### src/rtl/spi_master_ctrl_pkg.sv
// Shared definitions for the SPI master controller: widths, ctrl codes,
// FSM state encoding and the 40-bit frame layout.
package spi_master_ctrl_pkg;

  localparam int unsigned W_SPI_CTRL     = 2;
  localparam int unsigned W_REG          = 5;
  localparam int unsigned W_CPU          = 32;
  localparam int unsigned SPI_FRAME_BITS = 40;
  localparam int unsigned SPI_CMD_BITS   = 8;
  localparam int unsigned W_DIV          = 8;
  localparam int unsigned W_BIT          = 6;

  localparam logic [W_SPI_CTRL-1:0] SPI_CTRL_NOP  = 2'b00;
  localparam logic [W_SPI_CTRL-1:0] SPI_CTRL_MOSI = 2'b01;
  localparam logic [W_SPI_CTRL-1:0] SPI_CTRL_MISO = 2'b10;

  typedef enum logic [2:0] {
    ST_IDLE     = 3'd0,
    ST_CS_SETUP = 3'd1,
    ST_SHIFT    = 3'd2,
    ST_CS_HOLD  = 3'd3,
    ST_DONE     = 3'd4
  } spi_state_e;

  // Frame as it appears on the wire, MSB first.
  typedef struct packed {
    logic [SPI_CMD_BITS-1:0] cmd;
    logic [W_CPU-1:0]        data;
  } spi_frame_t;

  // cmd = {rd, 2'b00, addr}; data phase carries wd for writes, zeros for reads.
  function automatic spi_frame_t build_frame(input logic             is_read,
                                             input logic [W_REG-1:0] addr,
                                             input logic [W_CPU-1:0] wd);
    spi_frame_t f;
    f.cmd  = {is_read, 2'b00, addr};
    f.data = is_read ? '0 : wd;
    return f;
  endfunction

endpackage

### src/rtl/spi_clk_div.sv
// SCLK half-period divider: tick every CLK_DIV cycles, split into
// rise/fall enables according to the current SCLK level.
module spi_clk_div
  import spi_master_ctrl_pkg::*;
#(
  parameter int unsigned CLK_DIV = 2
) (
  input  logic clk,
  input  logic rst_n,
  input  logic clr,
  input  logic sclk,
  output logic tick_c,
  output logic rise_c,
  output logic fall_c
);

  logic [W_DIV-1:0] cnt;

  assign tick_c = (cnt == W_DIV'(CLK_DIV - 1));
  assign rise_c = tick_c & ~sclk;
  assign fall_c = tick_c & sclk;

  // Divider counter; restarts on clear and on every half-period tick.
  always_ff @(posedge clk or negedge rst_n) begin
    if (!rst_n) begin
      cnt <= '0;
    end else if (clr || tick_c) begin
      cnt <= '0;
    end else begin
      cnt <= cnt + W_DIV'(1);
    end
  end

endmodule

### src/rtl/spi_master_ctrl.sv
// SPI master controller: serializes CPU register read/write requests as
// 40-bit mode-0 frames. Optional SPI_CTRL_DEBUG_EN enables transfer and
// dropped-request $display messages (simulation only).
module spi_master_ctrl
  import spi_master_ctrl_pkg::*;
#(
  parameter int unsigned CLK_DIV = 2
) (
  input  logic                  clk,
  input  logic                  rst_n,
  input  logic                  req,
  input  logic [W_SPI_CTRL-1:0] ctrl,
  input  logic [W_REG-1:0]      addr,
  input  logic [W_CPU-1:0]      wd,
  output logic                  busy,
  output logic                  done,
  output logic                  dv_spi,
  output logic [W_CPU-1:0]      spi_out,
  output logic                  sclk,
  output logic                  cs_n,
  output logic                  mosi,
  input  logic                  miso
);

  spi_state_e                state;
  logic [SPI_FRAME_BITS-1:0] shreg;
  logic [W_CPU-1:0]          rx;
  logic [W_BIT-1:0]          bit_cnt;
  logic                      is_read;
  logic                      div_clr;
  logic                      tick_c;
  logic                      rise_c;
  logic                      fall_c;
  logic                      accept_c;

  assign accept_c = req && (state == ST_IDLE) &&
                    ((ctrl == SPI_CTRL_MOSI) || (ctrl == SPI_CTRL_MISO));
  // Divider held at zero outside timed states so each timed state starts fresh.
  assign div_clr  = (state == ST_IDLE) || (state == ST_DONE);
  // MOSI is the shift register MSB; zeros shift in behind the last bit.
  assign mosi     = shreg[SPI_FRAME_BITS-1];

  spi_clk_div #(.CLK_DIV(CLK_DIV)) u_clk_div (
    .clk    (clk),
    .rst_n  (rst_n),
    .clr    (div_clr),
    .sclk   (sclk),
    .tick_c (tick_c),
    .rise_c (rise_c),
    .fall_c (fall_c)
  );

  // Transfer sequencer with registered bus and CPU-side outputs.
  always_ff @(posedge clk or negedge rst_n) begin
    if (!rst_n) begin
      state   <= ST_IDLE;
      shreg   <= '0;
      rx      <= '0;
      bit_cnt <= '0;
      is_read <= 1'b0;
      busy    <= 1'b0;
      done    <= 1'b0;
      dv_spi  <= 1'b0;
      spi_out <= '0;
      sclk    <= 1'b0;
      cs_n    <= 1'b1;
    end else begin
      done   <= 1'b0;
      dv_spi <= 1'b0;
      case (state)
        ST_IDLE: begin
          if (accept_c) begin
            state   <= ST_CS_SETUP;
            busy    <= 1'b1;
            cs_n    <= 1'b0;
            is_read <= (ctrl == SPI_CTRL_MISO);
            shreg   <= build_frame(ctrl == SPI_CTRL_MISO, addr, wd);
            rx      <= '0;
            bit_cnt <= '0;
          end
        end
        ST_CS_SETUP: begin
          if (tick_c) begin
            state   <= ST_SHIFT;
            bit_cnt <= '0;
          end
        end
        ST_SHIFT: begin
          if (rise_c) begin
            sclk <= 1'b1;
            if (is_read && (bit_cnt >= W_BIT'(SPI_CMD_BITS))) begin
              rx <= {rx[W_CPU-2:0], miso};
            end
          end else if (fall_c) begin
            sclk  <= 1'b0;
            shreg <= {shreg[SPI_FRAME_BITS-2:0], 1'b0};
            if (bit_cnt == W_BIT'(SPI_FRAME_BITS - 1)) begin
              state   <= ST_CS_HOLD;
              bit_cnt <= '0;
            end else begin
              bit_cnt <= bit_cnt + W_BIT'(1);
            end
          end
        end
        ST_CS_HOLD: begin
          if (tick_c) begin
            state   <= ST_DONE;
            bit_cnt <= '0;
            cs_n    <= 1'b1;
            done    <= 1'b1;
            if (is_read) begin
              spi_out <= rx;
              dv_spi  <= 1'b1;
            end
          end
        end
        ST_DONE: begin
          state   <= ST_IDLE;
          bit_cnt <= '0;
          busy    <= 1'b0;
        end
        default: begin
          state <= ST_IDLE;
        end
      endcase
    end
  end

`ifdef SPI_CTRL_DEBUG_EN
  logic [W_REG-1:0] dbg_addr;
  logic [W_CPU-1:0] dbg_wd;

  // Remember the accepted request for the completion message.
  always_ff @(posedge clk or negedge rst_n) begin
    if (!rst_n) begin
      dbg_addr <= '0;
      dbg_wd   <= '0;
    end else if (accept_c) begin
      dbg_addr <= addr;
      dbg_wd   <= wd;
    end
  end

  // Completion and dropped-request messages.
  always @(posedge clk) begin
    if (rst_n && done) begin
      $display("spi_master_ctrl: %s addr=%02h data=%08h",
               is_read ? "READ " : "WRITE", dbg_addr, is_read ? spi_out : dbg_wd);
    end
    if (rst_n && req && busy) begin
      $display("spi_master_ctrl: warning, req dropped while busy (ctrl=%02b)", ctrl);
    end
  end
`endif

endmodule

### config.mk
export PLATFORM = sky130hd
export DESIGN_NAME = spi_master_ctrl
export DESIGN_NICKNAME = d
export VERILOG_FILES = /design/src/rtl/spi_master_ctrl_pkg.sv /design/src/rtl/spi_clk_div.sv /design/src/rtl/spi_master_ctrl.sv
export SDC_FILE = /design/constraint.sdc
export NUM_CORES = 1
export LEC_CHECK = 0
export CORE_MARGIN = 3
export CORE_UTILIZATION = 58
export DETAILED_ROUTE_END_ITERATION = 10
export PLACE_DENSITY = 0.84
export SLEW_MARGIN = 0
export SYNTH_ARGS = -nofsm -noshare
export SYNTH_HDL_FRONTEND = slang
export SYNTH_SLANG_ARGS = --single-unit
### constraint.sdc
create_clock -name clk -period 4.7 [get_ports clk]
set_input_delay 1.41 -clock clk [delete_from_list [all_inputs] [get_ports clk]]
set_output_delay 1.41 -clock clk [all_outputs]
set_load 0.01 [all_outputs]
After elaboration in Yosys (flattened, before gate mapping)
Cells that the tools add are included.
{"block": "totals", "rom_bits": 0, "latchBits": 0, "reg_bits": 127, "mem_bits_rw": 0, "memories": 0, "output_inout_bits": 38}
{"block": "op_classes", "bitwise_logic": 3, "n_addsub": 2, "shift": 0, "order_cmp": 1, "n_mux": 35, "n_mul": 0, "n_reduce_logical": 22, "n_div": 0, "eq_ne": 17}
{"operator": "2-to-1 mux 32 bit", "count": 4}
{"operator": "2-to-1 mux 40 bit", "count": 3}
{"operator": "one-hot mux 40 bit (2 select lines)", "count": 1}
{"operator": "one-hot mux 32 bit (2 select lines)", "count": 1}
{"operator": "2-to-1 mux 6 bit", "count": 5}
{"operator": "one-hot mux 6 bit (4 select lines)", "count": 1}
{"operator": "2-to-1 mux 3 bit", "count": 6}
{"operator": "inequality test 2 bit, second input constant", "count": 6}
{"operator": "one-hot mux 3 bit (4 select lines)", "count": 1}
{"operator": "2-to-1 mux 1 bit", "count": 10}
{"operator": "adder 8 x 1 -> 8 bit, second input constant", "count": 1}
{"operator": "== test 8 x 1 -> 1 bit, second input constant", "count": 1}
{"operator": "2-to-1 mux 8 bit", "count": 1}
{"operator": "AND reduction 4 bit", "count": 2}
{"operator": "nonzero test 2 bit", "count": 4}
{"operator": "adder 6 x 1 -> 6 bit, second input constant", "count": 1}
{"operator": "== test 3 x 2 -> 1 bit, second input constant", "count": 2}
{"operator": "== test 6 bit, second input constant", "count": 1}
{"operator": ">= comparator 6 x 4 -> 1 bit, second input constant", "count": 1}
{"operator": "inequality test 2 x 1 -> 1 bit, second input constant", "count": 3}
{"operator": "AND reduction 2 bit", "count": 3}
{"operator": "AND reduction 3 bit", "count": 2}
{"operator": "AND reduction 6 bit", "count": 1}
{"operator": "AND reduction 5 bit", "count": 1}
{"operator": "other kinds (12)", "count": 18}

Longest topological paths before layout
{"block": "logic_depth", "word_depth": 5, "ltp_mapped": 7}

Hierarchy
A second synthesis with hierarchy kept.
{"block": "hier_totals", "cells_unflattened": 522, "area_unflattened_um2": 5860.6}
{"mod": "spi_master_ctrl", "area_per_inst_um2": 5432.7, "n_inst": 1, "cells_per_inst": 481, "seq_area_each_um2": 2979.1}
{"mod": "spi_clk_div", "area_per_inst_um2": 427.9, "n_inst": 1, "cells_per_inst": 41, "seq_area_each_um2": 200.2}

Worst setup path after synthesis
No wires, ideal clock.
{"block": "synth_timing", "path_kind": "input -> register", "start": "input port ctrl[0]", "end": "register shreg[32]", "setup_slack_ps": 1757, "setup_ps": 127, "stages": 7, "t_required_ps": 4573, "t_arrival_ps": 2816, "cell_sequence": "inv_1 -> ha_1 -> nand2b_1 -> nor4_1 -> a31o_2 -> buf_6 -> mux2_1"}
{"block": "synth_via", "elab_chain_cells": 5, "elab_cells_between_ends": 6, "cone_classes": "eq/ne: 3; reduce/logical: 3"}
{"item": "start, declared", "line": "spi_master_ctrl.sv:12", "rtl": "input logic [W_SPI_CTRL-1:0] ctrl,"}
{"item": "== test 2 x 1 -> 1 bit or == test 2 bit (tied branches)", "line": "spi_master_ctrl.sv:37", "rtl": "((ctrl == SPI_CTRL_MOSI) || (ctrl == SPI_CTRL_MISO));"}
{"item": "logical OR 1 bit *", "line": "spi_master_ctrl.sv:37"}
{"item": "logical AND 1 bit *", "line": "spi_master_ctrl.sv:36", "rtl": "assign accept_c = req && (state == ST_IDLE) &&"}
{"item": "inequality test 2 bit (no source line) *"}
{"item": "AND reduction 4 bit (no source line) *"}
{"item": "end signal, assigned", "line": "spi_master_ctrl.sv:77", "rtl": "shreg <= build_frame(ctrl == SPI_CTRL_MISO, addr, wd);"}
{"item": "end signal, assigned", "line": "spi_master_ctrl.sv:96", "rtl": "shreg <= {shreg[SPI_FRAME_BITS-2:0], 1'b0};"}
{"item": "end, declared", "line": "spi_master_ctrl.sv:26", "rtl": "logic [SPI_FRAME_BITS-1:0] shreg;"}
Every way passes the cells marked *; elsewhere a longest branch is shown, timed or not.
A chain may end at the register's enable or synchronous reset.

Final worst setup path
{"block": "layout_timing", "start": "input port ctrl[0]", "end": "register shreg[9]"}
{"block": "layout_via", "elab_chain_cells": 5, "elab_cells_between_ends": 9, "cone_classes": "eq/ne: 3; mux: 3; reduce/logical: 3"}
{"item": "== test 2 x 1 -> 1 bit or == test 2 bit (tied branches)", "line": "spi_master_ctrl.sv:37, spi_master_ctrl.sv:77"}
{"item": "logical OR 1 bit", "line": "spi_master_ctrl.sv:37"}
{"item": "logical AND 1 bit", "line": "spi_master_ctrl.sv:36"}
{"item": "inequality test 2 bit (no source line)"}
{"item": "AND reduction 4 bit (no source line)"}
Parallel ways exist; a longest one is shown, timed or not. The select of a mux whose other input is x is not followed.

==> qor.csv <==
metric;value;unit
critPathTopFamily;buffers and inverters;
post-dp-hpwl;6.950;mm
coreArea;0.008976;sq mm
fin_crit_sh;71.44;%
final_util;78.16;%
cts_htree_levels;4;
via_per_inst;5.746;
max_stage_delay;0.45;ns
worst_slew_pin_slew;0.9825;ns
postCtsHoldBufs;0;
status;finished clean;
grt_pass1_vias;3736;
endpoint_kind;flip-flop;
clock_sinks;127;
setup_viol;0;
io_pins;81;
final_common_cell;dfrtp_1;
drtIter0Drc;211;
grt_pass1_wl;18.50;mm
area_growth;27.03;%
synth_edf_count;0;
drc_errors;0;
wl;10.81;mm
grt.total_usage;21.19;%
fin_tns_setup;0;ns
grt_max_degree;81;
post_cts_resized;0;
rows;34;
wl_met2;5.319;mm
dr_wl_met3;505;um
layout_common_cells;dfrtp_1 (126), clkdlybuf4s50_1 (79), mux2_1 (70), a22o_1 (63), clkbuf_16 (16);
slew_viol_final;0;
layout.nets;534;
final_hold_viol_count;0;
critical_path.slowest_cell;clkdlybuf4s50_1;
synth-seq-cells;127;
top_layer;met4;
post-cts-setup-buffers;0;
timing.fmax;297.8;MHz
synthArstFlopShare;100.0;%
yosysWarnings;0;
powerDensity;372.9;mW/mm^2
fin_crit;3.357;ns
syn_nets;453;
skew;0.008894;ns
cts_tree;built;
die_w;103.6;um
dr.pass1.iters;4;
worst_ep_arrival_time;3.74;ns
maxSlewHeadroom;34.50;%
wl_met1;4.854;mm
max_cap_violations;0;
antenna_cells;0;
synth_ff_type;dfrtp_1;
ir_drop;201.9;uV
antenna_left;0;
hp-class;flip-flop to flip-flop;
grt_remaining_overflow;0;
path_buf_inv;3;
initial_core_util;61.53;%
place.gp.congestion;0.8052;
critical_path.max_fanout;40;
routedWlPerCell;17.30;um
yosysUniqueCellTypes;50;
die-area;0.01073;sq mm
clk_pin_slew;0.06;ns
path_cells;clkdlybuf4s50_1 -> inv_1 -> ha_1 -> nand2b_1 -> nor4_1 -> a31o_2 -> buf_4 -> mux2_1;
ys_seq_area_share;57.57;%
fp.dieH;103.6;um
crit_type;primary input to flip-flop;
hold_depth;1;
insertion_delay;0.51;ns
root_buffer;clkbuf_8;
ctsLongestPathBuffers;2;
antenna_found_initial;0;
grt_setup_unrepaired;no;
postSynthAreaPerCell;13.64;sq um
port_buffers;80;
r2r_cells;5;
r2r_slack;1.91;ns
drive_above_1_share;11.82;%
critical_path_required;5.08;ns
synth_area;0.005523;sq mm
cts_buffers;17;
start_kind;primary input;
p_leak;0.003406;uW
crit_cells;8;
num_vias;3591;
synthCells;405;
[report_power, final]
part	internal (uW)	total, uW	leakage [uW]	switching (uW)
clock	946	1420	0.000304	474
sequential	1110	1110	0.00173	7.31
combinational	47.7	82.8	0.00137	35.1
[cell usage after synthesis, types with 2 or more instances]
library cell / count / area share, %
mux2_1: 70 / 14
nor2b_1: 2 / 0.23
buf_2: 5 / 0.45
dfrtp_1: 126 / 57
buf_6: 10 / 2.0
nand4_1: 2 / 0.23
nor4_1: 2 / 0.23
a21oi_1: 6 / 0.54
nor2_1: 16 / 1.1
clkbuf_1: 8 / 0.54
nand2_1: 9 / 0.61
nor3_1: 3 / 0.27
nor4_2: 2 / 0.45
nor3b_1: 2 / 0.27
and3_1: 2 / 0.23
and2_1: 2 / 0.23
o21ai_1: 5 / 0.45
mux2_2: 5 / 1.0
inv_1: 10 / 0.68
ha_1: 5 / 1.1
nand2b_1: 2 / 0.23
nand3_1: 9 / 0.82
a22o_1: 63 / 10
o211ai_1: 2 / 0.27
or4b_4: 2 / 0.50
mux2i_1: 4 / 0.72
xor2_1: 7 / 1.1
nor2_4: 2 / 0.41
[worst register-to-register path, cell delays in order, from the launching register on]
cell and delay [ns]:
dfrtp_1 0.88, or4b_4 0.58, nor2_4 0.18, a31o_2 0.18, buf_4 0.44, mux2_1 0.41
[per-layer routing]
layer  vias to the layer above  track usage (%)
li1                       1658                -
met1                      1799            28.74
met2                       117            33.83
met3                        17            5.535
met4                         0            6.743
met5                         -                0
[state kept, by name, summed over array words and instances, names as in the netlist]
name and cells:
shreg 40, rx 32, spi_out 32, u_clk_div.cnt 8, bit_cnt 6, state 3, busy 1, cs_n 1
done 1, dv_spi 1, is_read 1, sclk 1
[logic make-up (layout without fill, tap and decap cells)]
group | Yosys count | in the layout | synth area share, %
AOI/OAI and AO/OA | 87 | 87 | 12.85
xor gates and xnor gates | 8 | 8 | 1.269
adders and majority gates | 5 | 5 | 1.133
buffers and inverters | 36 | 130 | 3.987
DFF | 127 | 127 | 57.57
muxes | 79 | 79 | 16.02
and+or+nand+nor | 63 | 63 | 7.181
[final timing paths]
kind,from,to
min in group asynchronous,rst_n,spi_out[17]$_DFFE_PN0P_
worst max register to register,state[1]$_DFFE_PN0P_,shreg[9]$_DFFE_PN0P_
max in group asynchronous,rst_n,cs_n$_DFFE_PN1P_
worst min register to register,spi_out[2]$_DFFE_PN0P_,spi_out[2]$_DFFE_PN0P_
worst min-delay path,spi_out[2]$_DFFE_PN0P_,spi_out[2]$_DFFE_PN0P_
worst max-delay path,ctrl[0],shreg[9]$_DFFE_PN0P_
[layout make-up]
cell class,instances,area (sq um)
clock buffers,20,445.4
clock inverters,12,206.4
fillers,542,1961
inverters,11,41.29
multi-input cells,242,2135
flip-flops and latches,127,3179
well taps,126,157.7
repair buffers,87,850.8
[metrics by stage]
| stage | instances | area (sq um) | power (uW) | worst slack (ns) | hold WS (ns) |
|---|---|---|---|---|---|
| global route | 625 | 7015 | 2702 | 1.156 | 0.5021 |
| finish | 625 | 7015 | 2616 | 1.343 | 0.4858 |
| CTS | 625 | 7015 | 2641 | 1.356 | 0.4884 |
| detailed placement | 593 | 6364 | 1217 | 0.8318 | 0.4774 |
| global placement | 593 | 6364 | 1214 | 0.9746 | 0.4615 |
| floorplan | 405 | 5523 | 1151 | 1.757 | 0.4522 |
No activity file was read; power rests on OpenSTA's default activity.
